**src/rtl/clock_step_ctrl.sv**
```systemverilog
// clock_step_ctrl: SAP-1 CPU clock-enable generator driven by operator controls.
//   Run mode issues one cpu_ce pulse every DIV_MAX+1 clocks. Step mode issues
//   one pulse per press of the debounced step button.
//   Optional feature macro: CLK_STEP_AUTOREPEAT_EN (auto-repeat while the button is held).
// Ports:
//   clk         : FPGA clock
//   rst_n       : asynchronous active-low reset
//   step_n      : debounced step button, active-low, synchronous to clk
//   mode_run    : 1 = run mode, 0 = step mode
//   hlt         : CPU halt request, active-high
//   cpu_ce      : registered single-cycle CPU clock enable
//   halted      : registered sticky halt flag, cleared only by reset
//   cycle_count : number of cpu_ce pulses issued, wraps at 16 bits
module clock_step_ctrl #(
    parameter int DIV_WIDTH    = 16,
    parameter int DIV_MAX      = 49999,
    parameter int REPEAT_DELAY = 24999999,
    parameter int REPEAT_RATE  = 4999999
) (
    input  logic        clk,
    input  logic        rst_n,
    input  logic        step_n,
    input  logic        mode_run,
    input  logic        hlt,
    output logic        cpu_ce,
    output logic        halted,
    output logic [15:0] cycle_count
);
    localparam logic [1:0] STEP_IDLE = 2'd0;
    localparam logic [1:0] STEP_HELD = 2'd1;
    localparam logic [1:0] RUN       = 2'd2;
    localparam logic [1:0] HALT      = 2'd3;
    localparam logic [DIV_WIDTH-1:0] DIV_END = DIV_WIDTH'(DIV_MAX);
    logic                 s1_q, s2_q;
    logic [1:0]           state_q, state_d;
    logic [DIV_WIDTH-1:0] div_q, div_d;
    logic                 ce_q, ce_d;
    logic                 halted_q;
    logic [15:0]          cnt_q;
    logic                 press;
`ifdef CLK_STEP_AUTOREPEAT_EN
    // Down-counter: reaching 0 while held issues a repeat pulse.
    logic [31:0]          rep_q, rep_d;
`endif
    assign press       = s2_q & ~s1_q;
    assign cpu_ce      = ce_q;
    assign halted      = halted_q;
    assign cycle_count = cnt_q;
    // hlt overrides everything; mode changes override pulses.
    always_comb begin
        state_d = state_q;
        div_d   = div_q;
        ce_d    = 1'b0;
`ifdef CLK_STEP_AUTOREPEAT_EN
        rep_d   = rep_q;
`endif
        if (hlt) begin
            state_d = HALT;
            div_d   = '0;
`ifdef CLK_STEP_AUTOREPEAT_EN
            rep_d   = '0;
`endif
        end else begin
            case (state_q)
                STEP_IDLE: begin
                    if (mode_run) begin
                        state_d = RUN;
                        div_d   = '0;
                    end else if (press) begin
                        ce_d    = 1'b1;
                        state_d = STEP_HELD;
`ifdef CLK_STEP_AUTOREPEAT_EN
                        rep_d   = 32'(REPEAT_DELAY - 1);
`endif
                    end
                end
                STEP_HELD: begin
                    if (mode_run) begin
                        state_d = RUN;
                        div_d   = '0;
`ifdef CLK_STEP_AUTOREPEAT_EN
                        rep_d   = '0;
`endif
                    end else if (s1_q) begin
                        state_d = STEP_IDLE;
`ifdef CLK_STEP_AUTOREPEAT_EN
                        rep_d   = '0;
                    end else if (rep_q == '0) begin
                        ce_d    = 1'b1;
                        rep_d   = 32'(REPEAT_RATE - 1);
                    end else begin
                        rep_d   = rep_q - 32'd1;
`endif
                    end
                end
                RUN: begin
                    if (!mode_run) begin
                        state_d = STEP_IDLE;
                        div_d   = '0;
                    end else if (div_q == DIV_END) begin
                        div_d   = '0;
                        ce_d    = 1'b1;
                    end else begin
                        div_d   = div_q + 1'b1;
                    end
                end
                default: div_d = '0;
            endcase
        end
    end
    always_ff @(posedge clk or negedge rst_n) begin
        if (!rst_n) begin
            s1_q     <= 1'b1;
            s2_q     <= 1'b1;
            state_q  <= STEP_IDLE;
            div_q    <= '0;
            ce_q     <= 1'b0;
            halted_q <= 1'b0;
            cnt_q    <= '0;
`ifdef CLK_STEP_AUTOREPEAT_EN
            rep_q    <= '0;
`endif
        end else begin
            s1_q     <= step_n;
            s2_q     <= s1_q;
            state_q  <= state_d;
            div_q    <= div_d;
            ce_q     <= ce_d;
            halted_q <= (state_d == HALT);
            cnt_q    <= cnt_q + {15'd0, ce_d};
`ifdef CLK_STEP_AUTOREPEAT_EN
            rep_q    <= rep_d;
`endif
        end
    end
endmodule
```
**config.mk**
```make
export PLATFORM = sky130hd
export DESIGN_NAME = clock_step_ctrl
export DESIGN_NICKNAME = d
export VERILOG_FILES = /design/src/rtl/clock_step_ctrl.sv
export SDC_FILE = /design/constraint.sdc
export NUM_CORES = 1
export LEC_CHECK = 0
export CAP_MARGIN = 20
export CELL_PAD_IN_SITES_DETAIL_PLACEMENT = 1
export CELL_PAD_IN_SITES_GLOBAL_PLACEMENT = 1
export CORE_MARGIN = 3
export CORE_UTILIZATION = 35
export DETAILED_ROUTE_END_ITERATION = 10
export GPL_TIMING_DRIVEN = 0
export PLACE_DENSITY_LB_ADDON = 0.15
export SKIP_LAST_GASP = 1
export SYNTH_ARGS = -nofsm -noshare
export SYNTH_HDL_FRONTEND = slang
export SYNTH_SLANG_ARGS = --single-unit
```
**constraint.sdc**
```tcl
create_clock -name clk -period 6.2 [get_ports clk]
set_input_delay 0.62 -clock clk [delete_from_list [all_inputs] [get_ports clk]]
set_output_delay 0.62 -clock clk [all_outputs]
set_load 0.1 [all_outputs]
```
==> summary.txt, run 1 <==
Timing
  – Fmax achieved: between 300 and 400 MHz
  – Pins Over Slew Limit: 0
  – RSZ-0062 raised after global routing: no
  – Final Skew: 0.00813 ns
  – Period utilization: 50.0%
  – Final hold vios: 0
  – Setup_tns: 0 ns
  – Final min period: 3.10 ns
  – Worst Tran Pin Value: 0.976 ns
  – Setup Viol. Count Final: 0
  – Slew headroom: 34.7%

Yosys
  – Seq/Total Area, Yosys: 50.0%
  – Adder-Cell Fraction of Synth Area: 1.97%
  – Share of the synthesized area in the top cell type: 47.2%
  – Synth Area in XOR/XNOR: 6.43%
  – Syn avg cell area: about 11 µm²
  – Synth Cell Area: 1910 µm²
  – Post-synth ARST share: 100%
  – Synth area leader: dfrtp_1
  – Area contributors post-synth: dfrtp_1 (47%), a31oi_1 (5.2%), nand3_1 (3.7%), xor2_1 (3.7%), nand4_1 (3.6%)
  – Post-Syn Nets: 189
  – Ys flop type: dfrtp_1
  – Cells after Synth: 181
  – Largest family of logic cells by synthesized area: simple AND/OR/NAND/NOR gates
  – Post-synthesis mux area share: 1.12%
  – Cell variety after synth: 43
  – Post-synthesis sequential element count: 38
  – Post-synth EDFFs: 0
  – Synth Area in Simple Gates: 27.1%
  – Yosys warns: 0
  – Synth Area in Compound Gates: 11.4%

Clock tree
  – H-tree depth: 2
  – Post-CTS Setup Inserts: 0
  – Root Driver: clkbuf_8
  – CTS resizes: 0
  – Worst-skew pair later-pin latency: approximately 0.29 ns
  – Clock sink count: 38
  – Hold Buf Count CTS: 0
  – Reg clk slew, reported paths: 0.08 ns
  – Total CTS buffers: 5
  – CTS tree: yes
  – Max clock buf depth: 2

Placement
  – Placed cells: ~270
  – Placement Cell Area: 2210 µm²
  – GP Congestion: between 0.8 and 0.9
  – Hpwl dp: 3560 µm
  – Port bufs: 22

Drt
  – Routed len/inst: 17.2 µm
  – Detailed Routing Iterations Pass 1: 4
  – Final ANT Viol Nets: 0
  – DR vias: 1,637
  – Residual DRC: 0
  – Post-Route WL: ~4800 µm
  – Initial DRC count: 126
  – Average vias per placed instance: 5.80

Power
  – Sequential power share: 57.1%
  – Leakage: 0.991 nW
  – P_int: 0.000341 W
  – VDD IR max: 0.0820 mV
  – Net Sw Power: between 0.00009 and 0.0001 W
  – Clock Power Share: 40.9%
  – Power per cell area: ~190 nW/µm²
  – Total Power: 0.000436 W
  – Sw Share: 21.9%
  – Logic pwr share: 2.0%

Setup path
  – Critical Path AT: about 3.3 ns
  – Crit-path max cell delay: 0.44 ns
  – Critical setup path kind: reg -> reg
  – Reg2Reg Launch Point: div_q[1]
  – Worst Setup SP: div_q[1]
  – Critical Path Slowest Stage Cell: dfrtp_1
  – Top cell by count, worst path: ha_1
  – WP buf/inv: 1
  – CP top delay family: simple AND/OR/NAND/NOR gates
  – Startpoint Class: flop
  – Element type at the critical path end: flop
  – Cell chain of the critical path: ha_1 -> and4b_1 -> nand4_4 -> buf_2 -> o21ai_1 -> ha_1 -> ha_1 -> nand2_1 -> nor4_1 -> nand4_1 -> xnor2_1
  – Worst-path fanout max: 10
  – Worst path required time: 6.38 ns

Final layout
  – Layout area overhead: 21.1%
  – Antenna Cells: 0
  – Final Non-Filler Cells: 282
  – Design area: between 2000 and 2500 µm²
  – Share of cells above drive strength 1: 12.3%
  – # nets final: 219

Global routing
  – Vias in the first global route: around 1,700
  – Largest net degree at the start of global routing: 39
  – Initial antenna violation count: 0
  – First-pass GRT wire length: 8600 µm
  – All-Layer GR Usage: roughly 17%
  – Overflow after GRT: 0

Floorplanning
  – Die area: 6370 µm²
  – Die Span Y: 79.8 µm
  – Initial core utilization: 36.9%
  – Ports: 23
  – Site row count: 26
  – Die width: 79.8 µm
  – Core area: between 5000 and 6000 µm²

Run
  – Max Cap Viol: 0

Worst hold path
  – Hold Path Class: reg -> reg
  – HP Start: s1_q

Outcome
  – Outcome: completed
==> power groups by stage <==
stage          clock network [W]    logic (W)  registers, W
3_3_place_gp                   0   0.00000901      0.000254
3_5_place_dp                   0   0.00000920      0.000254
6_report                0.000179   0.00000859      0.000249
5_1_grt                 0.000200    0.0000101      0.000249
4_1_cts                 0.000186   0.00000926      0.000249
2_1_floorplan                  0  0.000000570      0.000254
==> layout by cell type, fill, tap and decap left out, types with 7 or more instances in the layout <==
master,count
nand2_1,12
nand3_1,14
clkdlybuf4s50_1,21
nand4_1,11
a31oi_1,16
xor2_1,8
buf_2,7
dfrtp_1,36
nor2_1,10
==> registers in the layout (all words and copies together) (netlist names) <==
signal,flops
div_q,16
s2_q,1
halted,1
cpu_ce,1
cycle_count,16
state_q,2
s1_q,1
==> final timing paths <==
kind                                   end  slack (ns)  cells after the start
max                        cycle_count[14]        3.10                     11
min                                   s2_q        0.38                      0
max reg2reg                cycle_count[14]        3.10                     11
min reg2reg                           s2_q        0.38                      0
max in group asynchronous       state_q[0]        5.26                      1
min in group asynchronous   cycle_count[8]        0.42                      1
==> cell usage after synthesis, drive strengths merged, types with 2 or more instances <==
cell / number
a21oi: 2
a31oi: 16
a41oi: 3
and2: 3
and3: 6
and4: 4
and4bb: 3
buf: 6
dfrtp: 36
dfstp: 2
ha: 3
nand2: 12
nand3: 14
nand3b: 3
nand4: 12
nor2: 10
nor3: 4
nor4: 3
o2111ai: 2
o211ai: 2
o21ai: 3
or2: 2
xnor2: 6
xor2: 8
==> layout make-up <==
cell class / instances / area (µm²)
well taps: 70 / 87.6
repair buffers: 23 / 220
multi-input cells: 135 / 916
fillers: 580 / 2860
flip-flops and latches: 38 / 953
clock buffers: 6 / 82.6
clock inverters: 2 / 12.5
inverters: 1 / 3.75
plain buffers: 7 / 33.8
==> layer usage <==
metal	vias up	part of all wire, %	GRT usage, %
met5	-	0	0
met4	0	1.3	6.08
met3	7	3.7	3.84
met2	41	50	28.5
met1	841	45	21.9
li1	748	-	-
==> per-stage QoR <==
| stage | setup WS, ns | hold WS [ns] | utilization (%) |
|---|---|---|---|
| floorplan | 3.58 | 0.324 | - |
| global placement | 3.19 | 0.367 | 42.8 |
| detailed placement | 3.06 | 0.373 | 42.7 |
| CTS | 3.06 | 0.384 | 44.6 |
| global route | 2.86 | 0.392 | 44.7 |
| finish | 3.10 | 0.381 | 44.7 |
==> cell families after synthesis <==
kind of cell | Yosys count
flops | 38
mux | 2
fa+ha+maj | 3
simple gates | 84
xor+xnor | 14
compound gates | 32
buf+inv | 8
No activity file was read; power rests on OpenSTA's default activity.
==> inputs of run 2 (changes only) <==
- clock period: 6.2 -> 3.2 ns (I/O delays scaled with it)
==> run 2 against run 1 <==
  * Sequential share of layout area decreased by 0.24 points
  * Critical path type unchanged
  * Combinational power increased by 96%
  * Via count increased by 0.24%
  * Die area did not move
  * Fmax rose by 4.8%
  * Final cell count did not move
  * Critical endpoint unchanged
  * Total power rose by 94%
  * Count of clock-buffer cells in the layout unchanged
  * Flip-flop and latch count unchanged
  * Critical path depth unchanged
==> summary.txt, run 2 (synthesis gave the netlist of run 1 again) <==
Outcome
  – Outcome: completed

Drt
  – Post-Route WL: 4830 µm
  – Routed len/inst: 17.1 µm
  – DR vias: around 1,600
  – Residual DRC: 0
  – Initial DRC count: 119
  – Final ANT Viol Nets: 0
  – Detailed Routing Iterations Pass 1: 4
  – Average vias per placed instance: roughly 5.8

Timing
  – Final hold vios: 0
  – Worst Tran Pin Value: 0.976 ns
  – Pins Over Slew Limit: 0
  – Slew headroom: 34.7%
  – Final Skew: 0.00851 ns
  – RSZ-0062 raised after global routing: no
  – Setup_tns: 0 ns
  – Period utilization: 92.5%
  – Final min period: 2.96 ns
  – Hold slack: 0.126 ns
  – Setup Viol. Count Final: 0
  – Fmax achieved: 338 MHz

Global routing
  – Largest net degree at the start of global routing: 39
  – Initial antenna violation count: 0
  – Overflow after GRT: 0
  – First-pass GRT wire length: between 8000 and 9000 µm
  – Vias in the first global route: 1,741
  – All-Layer GR Usage: around 17%

Clock tree
  – Root Driver: clkbuf_8
  – Reg clk slew, reported paths: roughly 0.080 ns
  – CTS tree: yes
  – H-tree depth: 2
  – Post-CTS Setup Inserts: 0
  – Worst-skew pair later-pin latency: 0.29 ns
  – Clock sink count: 38
  – Total CTS buffers: 5
  – Max clock buf depth: 2
  – Hold Buf Count CTS: 0

Setup path
  – Crit-path max cell delay: 0.44 ns
  – Top cell by count, worst path: ha_1
  – Critical Path Slowest Stage Cell: dfrtp_1
  – Element type at the critical path end: flop
  – Startpoint Class: flop
  – Worst-path fanout max: 10
  – Critical setup path kind: reg -> reg
  – Worst path required time: 3.38 ns
  – Critical Path AT: 3.14 ns
  – Cell chain of the critical path: ha_2 -> and4b_1 -> nand4_4 -> buf_2 -> o21ai_1 -> ha_1 -> ha_1 -> nand2_1 -> nor4_2 -> nand4_1 -> xnor2_1

Floorplanning
  – Die width: approximately 80 µm
  – Die area: ~6400 µm²
  – Core area: 5170 µm²
  – Die Span Y: about 80 µm
  – Initial core utilization: 36.9%
  – Ports: 23
  – Site row count: 26

Power
  – Sw Share: 21.9%
  – Sequential power share: 57.2%
  – Clock Power Share: around two fifths
  – Logic pwr share: 2.0%
  – VDD IR max: 0.156 mV
  – P_int: 0.000660 W
  – Power per cell area: between 300 and 400 nW/µm²
  – Total Power: 0.000845 W
  – Net Sw Power: 0.000185 W
  – Leakage: ~1 nW

Final layout
  – Design area: 2320 µm²
  – Antenna Cells: 0
  – # nets final: 219
  – Commonest non-fill, non-tap cell in the layout: dfrtp_1
  – Commonest cells after routing, fill and taps aside: dfrtp_1 (36), clkdlybuf4s50_1 (21), a31oi_1 (16), nand3_1 (14), nand2_1 (12)
  – Share of cells above drive strength 1: 13.7%
  – Layout area overhead: 21.9%

Placement
  – Hpwl dp: roughly 3600 µm
  – GP Congestion: between 0.8 and 0.9
  – Placement Cell Area: around 2200 µm²
  – Port bufs: 22

Worst hold path
  – Hold Path Class: in -> async

Run
  – Max Cap Viol: 0
==> run 2: cell types whose count changed in the layout (fill, tap and decap cells not counted) <==
cell | before | now
nor3_1 | 4 | 3
nor4_2 | 0 | 1
nor3_2 | 0 | 1
ha_1 | 3 | 2
nor4_1 | 3 | 2
ha_2 | 0 | 1
==> run 2: final cells by class <==
| class | instances | area (µm²) |
|---|---|---|
| tap | 70 | 87.6 |
| sequential | 38 | 953 |
| fill | 578 | 2850 |
| clock inverter | 2 | 12.5 |
| multi-input combinational | 135 | 930 |
| buffer | 7 | 33.8 |
| timing repair buffer | 23 | 220 |
| inverter | 1 | 3.75 |
| clock buffer | 6 | 82.6 |
==> run 2: per-stage QoR <==
stage	std cells	util, %	setup WS, ns
2_1_floorplan	181	-	0.583
3_3_place_gp	273	42.8	0.190
3_5_place_dp	273	42.7	0.0702
4_1_cts	281	44.6	0.0602
5_1_grt	282	44.9	0.0315
6_report	282	44.9	0.241
==> run 2: worst max-delay path, delay by kind of cell (launching register included) <==
family,cells,cell delay (ns)
compound gates,1,0.19
xor+xnor,1,0.15
fa+ha+maj,3,0.80
buf+inv,1,0.25
flops,1,0.44
simple gates,5,1.02
==> run 2: final timing paths <==
kind / startpoint / endpoint / slack [ns] / cells after the start
min: rst_n / div_q[1] / 0.13 / 1
max: div_q[1] / cycle_count[14] / 0.24 / 11
max in group asynchronous: rst_n / state_q[0] / 2.55 / 1
max reg2reg: div_q[1] / cycle_count[14] / 0.24 / 11
min reg2reg: s1_q / s2_q / 0.38 / 0
min in group clk: s1_q / s2_q / 0.38 / 0
==> run 2: power by group through the flow <==
stage               combinational [W]  sequential, W  clock, W
floorplan                  0.00000110       0.000493         0
global placement            0.0000175       0.000492         0
detailed placement          0.0000178       0.000492         0
CTS                         0.0000179       0.000483  0.000361
global route                0.0000195       0.000483  0.000388
finish                      0.0000168       0.000483  0.000345
==> run 2: metal layers <==
layer / track usage, % / vias up / part of all wire (%)
li1: - / 749 / -
met1: 21.9 / 847 / 45
met2: 28.5 / 38 / 50
met3: 3.84 / 7 / 3.2
met4: 6.08 / 0 / 1.4
met5: 0 / - / 0
==> run 2: timing repair <==
item	4_1_cts	5_1_grt
hold endpoints to repair	0	0
setup endpoints to repair	0	3
gates resized for setup	0	3
